File: config.mk
export PLATFORM = sky130hd
export DESIGN_NAME = mem_stage
export DESIGN_NICKNAME = d
export VERILOG_FILES = /design/src/rtl/mem_stage.sv
export SDC_FILE = /design/constraint.sdc
export NUM_CORES = 1
export LEC_CHECK = 0
export ABC_AREA = 1
export CAP_MARGIN = 20
export CORE_MARGIN = 2
export CORE_UTILIZATION = 44
export DETAILED_ROUTE_END_ITERATION = 12
export PLACE_DENSITY = 0.81
export SKIP_LAST_GASP = 1
export SYNTH_ARGS = -nofsm -noshare
export SYNTH_HDL_FRONTEND = slang
export SYNTH_SLANG_ARGS = --single-unit
File: constraint.sdc
create_clock -name clk -period 4.06 [get_ports clk]
set_clock_uncertainty 0.05 [all_clocks]
set_input_delay 0.812 -clock clk [delete_from_list [all_inputs] [get_ports clk]]
set_output_delay 0.812 -clock clk [all_outputs]
set_load 0.005 [all_outputs]
File: src/rtl/mem_stage.sv
// mem_stage: load/store pipeline stage with dmem handshake, alignment faults and access timeout
module mem_stage #(
  parameter int TIMEOUT = 64
) (
  input  logic        clk,
  input  logic        rst_n,
  input  logic        in_valid,
  input  logic [31:0] alu_result,
  input  logic [31:0] write_data,
  input  logic        mem_read,
  input  logic        mem_write,
  input  logic        reg_write,
  input  logic [4:0]  rd,
  input  logic [2:0]  funct3,
  output logic        dmem_req_valid,
  input  logic        dmem_req_ready,
  output logic        dmem_req_we,
  output logic [31:0] dmem_req_addr,
  output logic [31:0] dmem_req_wdata,
  output logic [3:0]  dmem_req_be,
  input  logic        dmem_rsp_valid,
  input  logic [31:0] dmem_rsp_rdata,
  output logic        stall,
  output logic [31:0] bp_mem,
  output logic        wb_valid,
  output logic        wb_reg_write,
  output logic [4:0]  wb_rd,
  output logic [31:0] wb_data,
  output logic        mem_err
);
  typedef enum logic [1:0] {IDLE, REQ, RESP} state_t;
  localparam int CW = $clog2(TIMEOUT) + 1;
  state_t        state;
  logic [CW-1:0] cnt;
  logic [31:0]   addr_q, wdata_q, ld_w, ld_val;
  logic [2:0]    f3_q;
  logic [4:0]    rd_q;
  logic          rw_q, we_q;
  logic          mem_op, fault, accept, st_done, ld_done, tmo;
  assign mem_op = in_valid & (mem_read | mem_write);
  assign fault = mem_op & ((mem_read & mem_write) | (funct3 == 3'b011) | (funct3[2:1] == 2'b11) |
                 ((funct3[1:0] == 2'b10) & (alu_result[1:0] != 2'b00)) |
                 ((funct3[1:0] == 2'b01) & alu_result[0]));
  assign accept = (state == IDLE) & mem_op & ~fault;
  assign st_done = (state == REQ) & dmem_req_ready & we_q;
  assign ld_done = (state == RESP) & dmem_rsp_valid;
  assign tmo = (state != IDLE) & (cnt == CW'(TIMEOUT - 1)) & ~st_done & ~ld_done;
  assign stall = rst_n & (accept | ((state != IDLE) & ~st_done & ~ld_done & ~tmo));
  assign bp_mem = alu_result;
  assign dmem_req_valid = rst_n & (state == REQ);
  assign dmem_req_we = we_q;
  assign dmem_req_addr = {addr_q[31:2], 2'b00};
  assign dmem_req_be = !we_q ? 4'hf :
                       (f3_q[1:0] == 2'b00) ? 4'b0001 << addr_q[1:0] :
                       (f3_q[1:0] == 2'b01) ? 4'b0011 << addr_q[1:0] : 4'hf;
  assign dmem_req_wdata = (f3_q[1:0] == 2'b00) ? {4{wdata_q[7:0]}} :
                          (f3_q[1:0] == 2'b01) ? {2{wdata_q[15:0]}} : wdata_q;
  // alignment is guaranteed, so a byte-granular shift also selects the right half
  assign ld_w = dmem_rsp_rdata >> {addr_q[1:0], 3'b000};
  assign ld_val = (f3_q[1:0] == 2'b00) ? {{24{~f3_q[2] & ld_w[7]}}, ld_w[7:0]} :
                  (f3_q[1:0] == 2'b01) ? {{16{~f3_q[2] & ld_w[15]}}, ld_w[15:0]} : dmem_rsp_rdata;
  always_ff @(posedge clk)
    if (accept) begin
      addr_q  <= alu_result;
      wdata_q <= write_data;
      f3_q    <= funct3;
      rd_q    <= rd;
      rw_q    <= reg_write;
      we_q    <= mem_write;
    end
  always_ff @(posedge clk) begin
    if (!rst_n) begin
      state        <= IDLE;
      cnt          <= '0;
      wb_valid     <= 1'b0;
      wb_reg_write <= 1'b0;
      wb_rd        <= '0;
      wb_data      <= '0;
      mem_err      <= 1'b0;
    end else begin
      wb_valid     <= 1'b0;
      wb_reg_write <= 1'b0;
      mem_err      <= 1'b0;
      cnt          <= (state == IDLE) ? '0 : cnt + 1'b1;
      if (state == IDLE) begin
        if (accept)
          state <= REQ;
        else if (in_valid) begin
          wb_valid     <= 1'b1;
          wb_reg_write <= reg_write & ~mem_op;
          wb_rd        <= rd;
          wb_data      <= alu_result;
          mem_err      <= fault;
        end
      end else if (tmo | st_done | ld_done) begin
        state        <= IDLE;
        wb_valid     <= 1'b1;
        wb_reg_write <= ld_done & rw_q;
        wb_rd        <= rd_q;
        wb_data      <= ld_val;
        mem_err      <= tmo;
      end else if (state == REQ && dmem_req_ready)
        state <= RESP;
    end
  end
endmodule

==> Word-level counts from Yosys, hierarchy flattened <==
Cells that the tools add are included.
{ "totals": {"reg_bits": 123, "in_bits": 112, "output_inout_bits": 143, "wordCells": 106} }
{ "classes": {"add_sub_neg": 1, "eq_ne": 11, "shift": 3, "muxes": 31, "n_bitwise": 37, "n_reduce_logical": 10} }
{ "op_table": {"columns": ["op", "n"], "rows": [
  ["$mux 32", 8],
  ["$shr 32x5->16", 1],
  ["$and 1x1->1", 22],
  ["$mux 5", 4],
  ["$mux 1", 12],
  ["$mux 4", 3],
  ["$mux 2", 4],
  ["$or 1x1->1", 8],
  ["$add 7x1->7 const B", 1],
  ["$eq 7x6->1 const B", 1],
  ["$not 1->1", 7],
  ["$eq 2x1->1 const B", 3],
  ["$eq 2x2->1 const B", 3],
  ["$ne 2x2->1 const B", 3],
  ["$reduce_bool 2->1", 3],
  ["$logic_not 2->1", 2],
  ["$shl 1x2->4 const A", 1],
  ["$shl 2x2->4 const A", 1],
  ["$eq 3x2->1 const B", 1],
  ["$reduce_and 3->1", 1],
  ["$reduce_bool 3->1", 1],
  ["$reduce_and 2->1", 1],
  ["$reduce_or 2->1", 1],
  ["$logic_and 1x1->1", 1]
]} }

==> Depth between registers and ports, before layout <==
Gate-level depths: netlist (run 1).
{ "logic_depth": {"depth_word": 10, "ltp_mapped": 11} }

==> Worst setup path before layout (run 1) <==
OpenSTA, ideal clock, no wires.
{ "synth_path": {"path_kind": "input to register", "startpoint": "in funct3[0]", "endpoint": "reg addr_q[0] (enable)", "setup_ns": 0.428, "arrival_ns": 2.612, "required_ns": 3.582, "path_slack_ns": 0.970, "cell_stages": 5, "path_cell_list": "nor2_1 > nand2_1 > nand2_1 > nand3_4 > inv_1"} }
{ "synth_between": {"elab_chain_cells": 8, "word_cells_on_any_way": 12} }
{ "synth_lines": {"columns": ["item", "line_no", "source"], "rows": [
  ["from (decl)", "14", "input logic [2:0] funct3,"],
  ["$eq 3x2->1", "41", "assign fault = mem_op & ((mem_read & mem_write) | (funct3 == 3'b011) | (funct3[2:1] == 2'b11) |"],
  ["$or 1x1->1 (3 in series)", "41", null],
  ["$or 1x1->1 *", "42", "((funct3[1:0] == 2'b10) & (alu_result[1:0] != 2'b00)) |"],
  ["$and 1x1->1 *", "41", null],
  ["$not 1->1 *", "44", "assign accept = (state == IDLE) & mem_op & ~fault;"],
  ["$and 1x1->1 *", "44", null],
  ["to (signal assigned)", "64", "addr_q <= alu_result;"],
  ["to (decl)", "35", "logic [31:0] addr_q, wdata_q, ld_w, ld_val;"]
]} }
Mark *: on every way between the ends. The rest lies on a longest branch, timed or not.
A chain may end at the register's enable or synchronous reset.

==> Final worst setup path (run 1) <==
{ "layout_path": {"startpoint": "reg f3_q[1]", "endpoint": "out dmem_req_wdata[10]"} }
{ "layout_between": {"elab_chain_cells": 2} }
{ "layout_lines": {"columns": ["item", "line_no", "source"], "rows": [
  ["from (decl)", "36", "logic [2:0] f3_q;"],
  ["from (signal assigned)", "66", "f3_q <= funct3;"],
  ["$logic_not 2->1", "56", "assign dmem_req_wdata = (f3_q[1:0] == 2'b00) ? {4{wdata_q[7:0]}} :"],
  ["$mux 32", "56", null],
  ["to (decl)", "19", "output logic [31:0] dmem_req_wdata,"]
]} }
Every way passes these cells.

==> impl_metrics.yaml, run 1 <==
outcome:
  outcome: "completed"
critical_path:
  max_stage_delay_ns: 0.56
  cp_max_fo: 19
  rr_startpoint: "state[0]"
  crit_top_cell: "nand2_1"
  cp.required_ns: 3.20
  worstPathArrival_ns: 2.68
  critPathCaptureType: "output pin"
  r2r-end: "wb_data[14]"
  crit_type: "flip-flop to output pin"
  crit_slowest_cell: "clkdlybuf4s50_1"
  r2r_slack_ns: 1.49
  crit_path_end: "dmem_req_wdata[10]"
  setup.worst_path.start: "f3_q[1]"
  cp-start-kind: "flip-flop"
  path_cells: "inv_4 > nand2_1 > inv_1 > nand2_1 > o21ai_0 > clkdlybuf4s50_1"
  reg2regPathDepth: 9
finish:
  drive_gt1_share_pct: 7.48
  area_growth_pct: 42.8
  final_nets: 1040
  final_cell_mix: "clkdlybuf4s50_1 (252), nand2_1 (220), nor2_1 (80), edfxtp_1 (74), dfxtp_1 (49)"
  diodes: 0
  design_area_um2: 9110
  mostFrequentLayoutCell: "clkdlybuf4s50_1"
  fillers: 1169
synth:
  synth-main-ff-cell: "edfxtp_1"
  syn_area_um2: 6380
  ys_seq_elements: 123
  synth_edf_count: 74
  syn_area_per_cell_um2: 8.50
  ys_warn_count: 0
  async_reset_ff_share_pct: 0
  syn_inst: 751
  yosysSeqAreaShare_pct: 50.2
  synth_cell_types: 36
cts:
  clock-sinks: 123
  cts_tree: "yes"
  cts_resized: 0
  cts-htree-levels: 4
  cts_hold_buffers: 0
  clk_pin_slew_ns: 0.06
  clkLatencyLatePin_ns: 0.42
  cts_made_buffers: 17
  clock_path_buffers: 2
  post_cts_buffers: 0
  cts_root_buffer: "clkbuf_16"
sta:
  tightest_slew_ns: 0.641
  min_period_over_period_pct: 87.2
  setup_viol: 0
  finalSetupTns_ns: 0
  fmax_ghz: 0.282
  fin_crit_ns: 3.54
  fin_ws_ns: 0.519
  rsz0062_at_grt: "no"
  hold_viol: 0
  maxSlewViolCount: 0
  slew-limit-headroom_pct: 57.0
placed_design:
  hpwl_um: 13000
  gp_congestion: 0.863
  post-place-ws_ns: 0.698
  placedInstanceArea_um2: 8480
  port_buffers: 252
power_and_ir_drop:
  leakagePower_nw: 3.68
  p_int_mw: 2.73
  clkPwrFrac_pct: 44.4
  seq_power_share_pct: 39.5
  switchingPower_mw: 0.886
  p_sw_share_pct: 24.5
  power_density_nw_per_um2: 397
  irDropWorstVdd_mv: 0.307
  power.total_mw: 3.62
  p_comb_share_pct: 16.1
job:
  maxCapViolations: 0
floorplanning:
  die_h_um: 124
  die_w_um: 124
  die_area_um2: 15500
  rows: 44
  fp.coreArea_um2: 14400
  io_pins: 255
  initial_utilization_pct: 44.4
grt:
  antenna_found_initial: 0
  grt_use_total_pct: 23.8
  grt_pass1_wl_um: 28800
  grt_pass1_vias: 5393
  grt_max_degree: 50
  grt_overflow: 0
hold_path:
  min_path_type: "flip-flop to flip-flop"
routing:
  drt_iter0_markers: 386
  drt_pass1_iterations: 5
  drt_wl_total_um: 18500
  ant_nets: 0
  via_count: 5613
  via_per_inst: 5.01
  wl_per_cell_um: 16.5
  route.detailed.drc: 0
[critical path, delay by kind of cell (launching register included)]
| family | cells | cell delay (ns) |
|---|---|---|
| flip-flops | 1 | 0.43 |
| AO/OA/AOI/OAI | 1 | 0.16 |
| AND/OR/NAND/NOR | 2 | 0.45 |
| buffers and inverters | 3 | 1.21 |
[power by group through the flow]
stage | clock, mW | combinational (mW) | sequential, mW
after floorplan | 0 | 0.274 | 1.45
after global placement | 0 | 0.575 | 1.45
after detailed placement | 0 | 0.579 | 1.45
after CTS | 1.62 | 0.586 | 1.43
after global routing | 1.69 | 0.634 | 1.43
final | 1.61 | 0.583 | 1.43
[cell usage after synthesis (all sizes together) (4+ instances only)]
master | count | share of area, %
nand2 | 226 | 14
buf | 89 | 10
nand3 | 39 | 3.3
a21oi | 40 | 3.7
nor2 | 83 | 5.2
o2111ai | 4 | 0.55
clkbuf | 17 | 1.0
dfxtp | 49 | 15
nand3b | 17 | 2.0
o21ai | 27 | 2.1
or2 | 7 | 0.69
edfxtp | 74 | 35
inv | 35 | 2.1
ha | 5 | 0.98
o21bai | 16 | 1.9
o211ai | 9 | 1.1
[per-layer routing]
metal	GRT usage, %	part of all wire, %	wire length [µm]
met1	29.5	42	7690
met2	41.1	50	9230
met3	5.50	6.6	1220
met4	7.60	1.7	313
met5	0	0	0
[worst min path at each step]
| stage | start | end | slack, ns | cells past startpoint |
|---|---|---|---|---|
| after global placement | cnt[0] | cnt[0] | 0.38 | 1 |
| after floorplan | cnt[0] | cnt[0] | 0.37 | 1 |
| after CTS | wb_data[11] | wb_data[11] | 0.42 | 2 |
| final | cnt[0] | cnt[0] | 0.41 | 1 |
| after global routing | wb_data[11] | wb_data[11] | 0.43 | 2 |
| after detailed placement | cnt[0] | cnt[0] | 0.39 | 1 |
[logic make-up after synthesis]
| logic type | share of synthesized area [%] |
|---|---|
| AND/OR/NAND/NOR | 25.8 |
| buffers and inverters | 13.3 |
| flip-flops | 50.2 |
| AO/OA/AOI/OAI | 9.67 |
| adder cells (fa/ha/maj) | 0.981 |
| other | 0.0588 |
[state kept, by name (all words and copies together), names as in the netlist, 2 cells and up]
register / flops
wb_data: 32
wb_rd: 5
wdata_q: 32
addr_q: 32
rd_q: 5
state: 2
cnt: 7
f3_q: 3
[per-stage QoR]
step	utilization, %	hold WS [ns]	std cells
4_1_cts	63.4	0.415	1120
5_1_grt	63.4	0.432	1120
2_1_floorplan	-	0.368	752
3_3_place_gp	59.0	0.382	1088
6_report	63.4	0.414	1120
3_5_place_dp	59.0	0.385	1088
[cell type report]
cell class,count,area [µm²],share of cell area [%]
Timing Repair Buffer,258,2580,28.3
Multi-Input combinational cell,487,2330,25.6
Inverter,36,138,1.51
Clock inverter,14,179,1.96
Tap cell,184,230,2.53
Clock buffer,18,450,4.94
Sequential cell,123,3200,35.2
No activity file was read; power rests on OpenSTA's default activity.
==> run 2, diff against run 1 <==
CORE_MARGIN = not set   (was 2)
==> impl_metrics.yaml, run 2 (synthesis gave the netlist of run 1 again) <==
floorplanning:
  die_area_um2: 15000
  die_w_um: 122
  io_pins: 255
  initial_utilization_pct: 45.6
  rows: 43
  fp.coreArea_um2: 14000
  die_h_um: 122
finish:
  layout.area.seq_um2: 3200
  multi_input_area_um2: 2330
  fillers: 1186
  drive_gt1_share_pct: 6.83
  design_area_um2: 9050
  final_cell_mix: "clkdlybuf4s50_1 (252), nand2_1 (220), nor2_1 (80), edfxtp_1 (74), dfxtp_1 (49)"
  top_regs: "addr_q (32), wb_data (32), wdata_q (32)"
  final_nets: 1041
  mostFrequentLayoutCell: "clkdlybuf4s50_1"
  area_growth_pct: 41.9
sta:
  maxSlewViolCount: 0
  finalSetupTns_ns: 0
  slew-limit-headroom_pct: 58.5
  fin_crit_ns: 3.54
  fmax_ghz: 0.282
  hold_viol: 0
  setup_viol: 0
  tightest_slew_ns: 0.620
  min_period_over_period_pct: 87.3
  rsz0062_at_grt: "no"
routing:
  drt_iter0_markers: 368
  drt_pass1_iterations: 5
  via_per_inst: 5.05
  drt_wl_total_um: 18400
  wl_per_cell_um: 16.5
  ant_nets: 0
  route.detailed.drc: 0
  via_count: 5644
critical_path:
  cp.required_ns: 3.20
  setup.worst_path.start: "f3_q[1]"
  rr_startpoint: "state[0]"
  cp-start-kind: "flip-flop"
  cp_max_fo: 19
  critical-path-top-delay-family: "buffers and inverters"
  critPathCaptureType: "output pin"
  r2r_slack_ns: 1.45
  critPathBufInv: 3
  worstPathArrival_ns: 2.68
  max_stage_delay_ns: 0.56
  crit_slowest_cell: "clkdlybuf4s50_1"
  reg2regPathDepth: 9
  path_cells: "inv_4 > nand2_1 > inv_1 > nand2_1 > o211ai_1 > clkdlybuf4s50_1"
  crit_top_cell: "nand2_1"
  crit_type: "flip-flop to output pin"
  r2r-end: "wb_data[9]"
cts:
  clock_path_buffers: 2
  cts_tree: "yes"
  cts_made_buffers: 17
  cts_hold_buffers: 0
  clock-sinks: 123
  post_cts_buffers: 0
  cts_resized: 0
  clk_pin_slew_ns: 0.05
  clkLatencyLatePin_ns: 0.41
  cts_root_buffer: "clkbuf_16"
  cts-htree-levels: 4
grt:
  grt_max_degree: 52
  grt_use_total_pct: 25.2
  grt_pass1_wl_um: 27900
  antenna_found_initial: 1
  grt_pass1_vias: 5332
  grt_overflow: 0
placed_design:
  hpwl_um: 13000
  port_buffers: 252
  placedInstanceArea_um2: 8480
  gp_congestion: 0.855
hold_path:
  min_path_type: "flip-flop to flip-flop"
  min-delay-start: "wb_data[10]"
  hold-path-endpoint: "wb_data[10]"
  hold_depth: 2
power_and_ir_drop:
  power_density_nw_per_um2: 379
  irDropWorstVdd_mv: 0.262
  leakagePower_nw: 3.65
job:
  maxCapViolations: 0
outcome:
  outcome: "completed"
-- run 2: how the worst max path moves through the flow --
stage / end / slack, ns / depth (start not counted)
after global placement: stall / 0.71 / 7
final: dmem_req_wdata[29] / 0.52 / 6
after CTS: dmem_req_wdata[29] / 0.51 / 6
after detailed placement: stall / 0.67 / 7
after floorplan: addr_q[0] / 0.97 / 5
after global routing: dmem_req_wdata[12] / 0.26 / 6
-- run 2: power by group --
group          total [mW]  internal (mW)  switching, mW  leakage (nW)
Clock                1.42          0.914          0.506         0.277
Sequential           1.43           1.40         0.0303          1.08
Combinational       0.582          0.318          0.264          2.29
Total                3.43           2.63          0.800          3.65
-- run 2: final cells by class --
class                           count  share of cell area, %
Sequential cell                   123                   35.4
Timing Repair Buffer              259                   28.6
Multi-Input combinational cell    487                   25.8
Clock buffer                       31                   6.18
Tap cell                          180                   2.49
Inverter                           36                   1.52
Clock inverter                      1                 0.0553
Antenna cell                        1                 0.0276
-- run 2: per-stage QoR --
| stage | hold slack [ns] | utilization (%) | setup WS [ns] | total power, mW | cells |
|---|---|---|---|---|---|
| 2_1_floorplan | 0.368 | - | 0.970 | 1.73 | 752 |
| 3_3_place_gp | 0.381 | 60.7 | 0.709 | 2.02 | 1085 |
| 3_5_place_dp | 0.392 | 60.7 | 0.674 | 2.03 | 1085 |
| 4_1_cts | 0.416 | 64.7 | 0.511 | 3.46 | 1117 |
| 5_1_grt | 0.432 | 64.7 | 0.256 | 3.57 | 1118 |
| 6_report | 0.415 | 64.7 | 0.516 | 3.43 | 1118 |
-- run 2: routing by layer --
layer	routed length (µm)	GRT usage [%]
met3	1520	5.62
met4	590	13.6
met5	0	0
met2	8970	41.7
met1	7330	30.3
-- run 2: worst min-delay path, cell delays in order, from the launching register on --
cell     delay (ns)
dfxtp_1        0.31
nand2_1        0.06
a21oi_1        0.05
==> run 3, diff against run 2 <==
ABC_AREA = not set   (was 1)
CORE_UTILIZATION = 43   (was 44)
PLACE_DENSITY = 0.8   (was 0.81)
==> impl_metrics.yaml, run 3 <==
synth:
  yosysMostFrequentCell: "buf_4"
  syn_area_per_cell_um2: 10.9
  syn_inst: 565
  ys_seq_elements: 123
  ys_top_cells_by_count: "buf_4 (76), edfxtp_1 (74), dfxtp_1 (49)"
  synth_edf_count: 74
  synth_cell_types: 53
  async_reset_ff_share_pct: 0
  synth-main-ff-cell: "edfxtp_1"
  yosysSeqAreaShare_pct: 52.1
  yosysTopAreaCell: "edfxtp_1"
  yosys-top-cells-area: "edfxtp_1 (36%), dfxtp_1 (16%), buf_4 (9.3%)"
  ys_warn_count: 0
  syn_area_um2: 6150
  synth_top_cell_area_share_pct: 36.2
sta:
  rsz0062_at_grt: "no"
  maxSlewViolCount: 0
  hold_viol: 0
  hold_slack_ns: 0.394
  setup_viol: 0
  slew-limit-headroom_pct: 36.2
  fin_crit_ns: 3.69
  fmax_ghz: 0.271
  tightest_slew_ns: 0.958
  finalSetupTns_ns: 0
  min_period_over_period_pct: 90.9
finish:
  area_growth_pct: 44.2
  design_area_um2: 8860
  mostFrequentLayoutCell: "clkdlybuf4s50_1"
  fillers: 1109
  final_cell_mix: "clkdlybuf4s50_1 (251), edfxtp_1 (74), dfxtp_1 (49), nand2_1 (43), nand3_1 (33)"
  final_util_pct: 63.6
  drive_gt1_share_pct: 10.3
  top_regs: "addr_q (32), wb_data (32), wdata_q (32)"
  diodes: 0
  final_nets: 855
grt:
  busiest_layer: "met2"
  grt_pass1_vias: 5055
  grt_use_met3_pct: 5.66
  grt_overflow: 0
  grt_pass1_wl_um: 27600
  global_route.usage.met1_pct: 29.9
  antenna_found_initial: 0
  grt_use_total_pct: 25.1
  grt_max_degree: 65
  met2_usage_pct: 42.9
floorplanning:
  fp.coreArea_um2: 13900
  die_w_um: 122
  die_h_um: 122
  initial_utilization_pct: 44.1
  die_area_um2: 14800
  rows: 43
  io_pins: 255
cts:
  post_cts_buffers: 0
  cts_resized: 0
  cts_root_buffer: "clkbuf_16"
  cts_tree: "yes"
  clkLatencyLatePin_ns: 0.41
  cts_hold_buffers: 0
  cts-htree-levels: 4
  clk_pin_slew_ns: 0.06
  cts_made_buffers: 17
  clock_path_buffers: 2
  clock-sinks: 123
power_and_ir_drop:
  power_density_nw_per_um2: 384
  leakagePower_nw: 3.17
  irDropWorstVdd_mv: 0.256
critical_path:
  rr_startpoint: "cnt[0]"
  critPathCaptureType: "output pin"
  worstPathArrival_ns: 2.83
  reg2regPathDepth: 6
  cp.required_ns: 3.20
  crit_path_end: "stall"
  r2r-end: "wb_data[30]"
  setup.worst_path.start: "alu_result[0]"
  crit_type: "input port to output pin"
  cp-start-kind: "input port"
  cp_max_fo: 5
  r2r_slack_ns: 1.17
outcome:
  outcome: "completed"
routing:
  wl_per_cell_um: 19.5
  via_per_inst: 5.41
  via_count: 5035
  route.detailed.drc: 0
  drt_wl_total_um: 18200
  drt_pass1_iterations: 5
  ant_nets: 0
  drt_iter0_markers: 253
hold_path:
  min_path_type: "flip-flop to flip-flop"
job:
  maxCapViolations: 0
placed_design:
  port_buffers: 252
  gp_congestion: 0.830
  hpwl_um: 13200
  placedInstanceArea_um2: 8280
[run 3: cell types whose count changed after synthesis, moves of 11 or more]
| cell | previous run | this run |
|---|---|---|
| a211oi_1 | 1 | 28 |
| inv_1 | 31 | 4 |
| mux2_2 | 0 | 16 |
| mux2i_1 | 0 | 17 |
| nand2_1 | 220 | 43 |
| nand3b_1 | 17 | 3 |
| nor2_1 | 80 | 32 |
| o21bai_1 | 16 | 1 |
| o31ai_1 | 1 | 12 |
[run 3: through the flow]
stage / worst slack (ns) / instances / power [mW]
CTS: 0.359 / 931 / 3.42
floorplan: 0.724 / 566 / 1.66
finish: 0.370 / 931 / 3.41
global route: 0.240 / 931 / 3.53
global placement: 0.485 / 899 / 1.95
detailed placement: 0.380 / 899 / 1.96
[run 3: worst min-delay path by stage]
stage	start	cells past startpoint	to
final	cnt[0]	1	cnt[0]
after global routing	cnt[0]	1	cnt[0]
after CTS	cnt[0]	1	cnt[0]
after detailed placement	cnt[0]	1	cnt[0]
after global placement	cnt[0]	1	cnt[0]
after floorplan	cnt[0]	1	cnt[0]
[run 3: logic make-up after synthesis]
family / count (synthesis) / synth area share [%]
compound gates: 142 / 17.1
mux: 34 / 6.07
simple gates: 139 / 10.8
xor+xnor: 4 / 0.570
buf+inv: 116 / 12.1
other cells: 1 / 0.0610
fa+ha+maj: 6 / 1.18
flops: 123 / 52.1
[run 3: area by class of cell]
class                           count  area, µm²  share of cell area (%)
Sequential cell                   123       3200                    36.2
Inverter                            5       18.8                   0.212
Tap cell                          180        225                    2.54
Multi-Input combinational cell    327       2210                    24.9
Clock buffer                       21        493                    5.56
Timing Repair Buffer              264       2620                    29.6
Clock inverter                     11       91.3                    1.03
[run 3: metal layers]
metal | up-vias | routed length, µm
li1 | 2366 | -
met1 | 2398 | 7480
met2 | 234 | 9000
met3 | 37 | 1130
met4 | 0 | 576
met5 | - | 0
[run 3: critical path, stage by stage]
cell	delay, ns
clkdlybuf4s50_1	0.49
nor4_1	0.49
o2111ai_1	0.25
a21boi_0	0.25
clkdlybuf4s50_1	0.53
[run 3: report_power, final]
group	total (mW)	leakage (nW)	switching [mW]	internal (mW)
Clock	1.47	0.285	0.544	0.924
Sequential	1.42	1.08	0.0307	1.39
Combinational	0.514	1.81	0.219	0.296
